$ cat src/rtl/sr_drive_ctrl.sv
// Command stage for an active-low SR latch: turns requests into timed S/R pulses with dead time.
// Optional readback checking of the latch outputs is enabled by defining SR_DRIVE_READBACK_EN.
module sr_drive_ctrl #(
  parameter int PULSE_W = 2,
  parameter int DEAD_W  = 1
) (
  input  logic clk,
  input  logic rst_n,
  input  logic req_valid,
  input  logic req_set,
  output logic req_ready,
  output logic s_n,
  output logic r_n,
  output logic busy,
  output logic done,
  input  logic q_fb,
  input  logic qbar_fb,
  output logic err
);

  typedef enum logic [1:0] {IDLE, PULSE, DEAD} state_t;

  localparam logic [3:0] PULSE_LD = 4'(PULSE_W - 1);
  localparam logic [3:0] DEAD_LD  = 4'(DEAD_W - 1);

  state_t     state;
  logic [3:0] cnt;
  logic       cmd;

  // Every output is updated together with the state, so s_n/r_n only ever move
  // between the hold level (1,1) and exactly one active-low line.
  always_ff @(posedge clk or negedge rst_n) begin
    if (!rst_n) begin
      state     <= IDLE;
      cnt       <= '0;
      cmd       <= 1'b0;
      s_n       <= 1'b1;
      r_n       <= 1'b1;
      req_ready <= 1'b0;
      busy      <= 1'b0;
      done      <= 1'b0;
    end else begin
      done <= 1'b0;
      case (state)
        IDLE: begin
          if (req_valid && req_ready) begin
            state     <= PULSE;
            cnt       <= PULSE_LD;
            cmd       <= req_set;
            s_n       <= ~req_set;
            r_n       <= req_set;
            req_ready <= 1'b0;
            busy      <= 1'b1;
          end else begin
            req_ready <= 1'b1;
          end
        end
        PULSE: begin
          if (cnt == '0) begin
            state <= DEAD;
            cnt   <= DEAD_LD;
            s_n   <= 1'b1;
            r_n   <= 1'b1;
            done  <= (DEAD_LD == '0);
          end else begin
            cnt <= cnt - 4'd1;
          end
        end
        DEAD: begin
          if (cnt == '0) begin
            state     <= IDLE;
            req_ready <= 1'b1;
            busy      <= 1'b0;
          end else begin
            cnt  <= cnt - 4'd1;
            done <= (cnt == 4'd1);
          end
        end
        default: begin
          state     <= IDLE;
          cnt       <= '0;
          s_n       <= 1'b1;
          r_n       <= 1'b1;
          req_ready <= 1'b0;
          busy      <= 1'b0;
        end
      endcase
    end
  end

`ifdef SR_DRIVE_READBACK_EN
  logic [1:0] q_sync;
  logic [1:0] qb_sync;

  // Feedback is asynchronous to clk; the second flop output is compared on the done cycle.
  always_ff @(posedge clk or negedge rst_n) begin
    if (!rst_n) begin
      q_sync  <= '0;
      qb_sync <= '0;
      err     <= 1'b0;
    end else begin
      q_sync  <= {q_sync[0], q_fb};
      qb_sync <= {qb_sync[0], qbar_fb};
      if (done && ((q_sync[1] != cmd) || (qb_sync[1] != ~cmd)))
        err <= 1'b1;
    end
  end
`else
  logic unused_fb;
  assign unused_fb = q_fb ^ qbar_fb;
  assign err       = 1'b0;
`endif

endmodule
$ cat config.mk
export PLATFORM = sky130hd
export DESIGN_NAME = sr_drive_ctrl
export DESIGN_NICKNAME = d
export VERILOG_FILES = /design/src/rtl/sr_drive_ctrl.sv
export SDC_FILE = /design/constraint.sdc
export NUM_CORES = 1
export LEC_CHECK = 0
export BUFFER_PORTS_ARGS = -buffer_cell sky130_fd_sc_hd__buf_2
export CAP_MARGIN = 20
export CORE_MARGIN = 2
export CORE_UTILIZATION = 36
export DETAILED_ROUTE_END_ITERATION = 8
export GPL_TIMING_DRIVEN = 0
export MAX_ROUTING_LAYER = met4
export PLACE_DENSITY = 0.54
export SETUP_SLACK_MARGIN = 0.3
export SYNTH_ARGS = -nofsm -noshare
export SYNTH_HDL_FRONTEND = slang
export SYNTH_SLANG_ARGS = --single-unit
$ cat constraint.sdc
create_clock -name clk -period 4.95 [get_ports clk]
set_input_delay 0.2475 -clock clk [delete_from_list [all_inputs] [get_ports clk]]
set_output_delay 0.2475 -clock clk [all_outputs]
set_load 0.1 [all_outputs]
==> reports/metrics.yaml <==
status:
  status: "finished, final reports clean"
sta:
  hold_violations: 0
  setup_tns_ns: 0
  hold_slack_ns: 0.270
  rsz0062_at_grt: "no"
  fmax_mhz: 505
  finalClockSkew_ns: 0.00948
  fin_crit_sh_pct: 40.0
  min_period_ns: 1.98
  final_max_slew_viol_count: 0
  setup_viol: 0
route:
  drt-wirelength-per-cell_um: 12.4
  vias: 512
  ant_nets: 0
  drcViolationCount: 0
  drt-total-wl_um: 1290
  first_iter_violations: 11
  first_pass_iters: 4
  viasPerCell: 4.92
floorplan:
  placementRows: 15
  io_pins: 12
  die_h_um: 47.5
  initial_core_util_pct: 39.1
  dieArea_um2: 2260
  core_area_um2: 1750
  die_x_um: 47.5
yosys:
  ys_seq_area_share_pct: 40.7
  synthArstFlopShare_pct: 100
  netlist_area_um2: 682
  netlist_instances: 66
  synth-edff-count: 0
  ys_seq_elements: 11
  ys.flop_type: "dfrtp_1"
  synth.distinct_cells: 31
  syn_nets: 79
  synth.avg_cell_area_um2: 10.3
  yosys_warnings: 0
placement:
  place_area_um2: 753
  portBuffers: 8
  hpwlAfterDp_um: 934
  routabilityCongestion: 0.708
setup_path:
  cp_data_arrival_time_ns: 2.19
  setup.worst_path.class: "flip-flop to flip-flop"
  crit_path_end_kind: "flip-flop"
  worstPathRequired_ns: 5.16
  worstPathMaxFanout: 7
  startpoint_type: "flip-flop"
final_layout:
  post-route-cell-area_um2: 791
  area_delta_synth_final_pct: 16.0
  diodes: 0
  fin_nets: 93
  postLayoutCoreUtil_pct: 45.3
  layout_commonest_cell: "dfrtp_1"
  layout_common_cells: "9 x dfrtp_1, 8 x buf_2, 7 x ha_1"
  layout-drive-gt1-share_pct: 25.3
  fillerInstances: 174
job:
  drv_cap: 0
clock_tree:
  cts.sinks: 11
  cts_resized: 0
  clockBufferDepth: 2
  clkSlewWorstSetupHoldPaths_ns: 0.08
  insertion_delay_ns: 0.28
  cts_tree: "yes"
  ctsRootBufferMaster: "clkbuf_4"
  cts.htree.levels: 1
  cts_buffers: 3
global_routing:
  grt_usage_pct: 14.7
  grt_first_pass_wirelength_um: 2190
  antenna_found_initial: 0
  grt_overflow_total: 0
  grt_pass1_vias: 490
  grt_max_degree: 12
min_path:
  hold_class: "input pin to flip-flop"
cell families after synthesis:
logic type / share of synthesized area [%]
other cells: 0.550
mux: 4.95
simple gates: 13.4
buf+inv: 4.96
compound gates: 22.6
flops: 40.7
fa+ha+maj: 12.8
through the flow:
step,instances,setup WS [ns]
floorplan,66,3.01
global placement,99,3.00
detailed placement,99,2.99
CTS,104,2.96
global route,104,2.85
finish,104,2.97
path summary, 6_finish.rpt:
kind / slack (ns) / start / cells after the start / end
max: 2.97 / cnt[0] / 5 / s_n
min: 0.27 / req_set / 3 / s_n
max reg2reg: 2.97 / cnt[0] / 5 / s_n
min reg2reg: 0.56 / busy / 1 / busy
max in group asynchronous: 4.33 / rst_n / 2 / s_n
min in group asynchronous: 0.36 / rst_n / 2 / cnt[0]
worst max-delay path: stages (launching register included):
cell      delay (ns)
dfrtp_1         0.43
inv_1           0.12
ha_1            0.27
or3b_4          0.44
a211oi_2        0.29
mux2_1          0.35
synth_stat cells, drive strengths merged, types with 2 or more instances:
master | instances | area, um^2
nand2b | 2 | 12.5
o21ai | 4 | 20.0
clkbuf | 2 | 7.51
nand2 | 4 | 15.0
mux2 | 3 | 33.8
a211oi | 2 | 25.0
dfstp | 2 | 52.6
o2bb2ai | 2 | 17.5
a21oi | 3 | 15.0
ha | 7 | 87.6
inv | 5 | 18.8
dfrtp | 9 | 225
nor2 | 4 | 15.0
metal layers:
metal  global-route usage [%]  vias up  routed length (um)
li1                         -      259                   -
met1                     21.7      244                 679
met2                     18.4        7                 556
met3                     3.40        2                  41
met4                     6.67        0                  12
met5                        -        -                   0
registers in the layout, indices dropped and copies added (netlist names):
name,count
state,2
cnt,4
s_n,1
busy,1
req_ready,1
r_n,1
done,1
final cells by class:
type                    count  area, um^2  area share [%]
inverters                   5        18.8            2.37
repair buffers              9        50.0            6.33
multi-input cells          47         370            46.8
flip-flops and latches     11         278            35.1
clock inverters             1        5.00           0.633
plain buffers               3        15.0            1.90
well taps                  25        31.3            3.96
clock buffers               3        22.5            2.85
what timing repair did:
action,4_1_cts,5_1_grt
buffers inserted,0,0
hold buffers,1,0
endpoints found under the hold margin,9,0
Power is left out: the tool's default activity adds up to more than one toggle a clock period on the data nets, which glitch-free logic cannot reach.
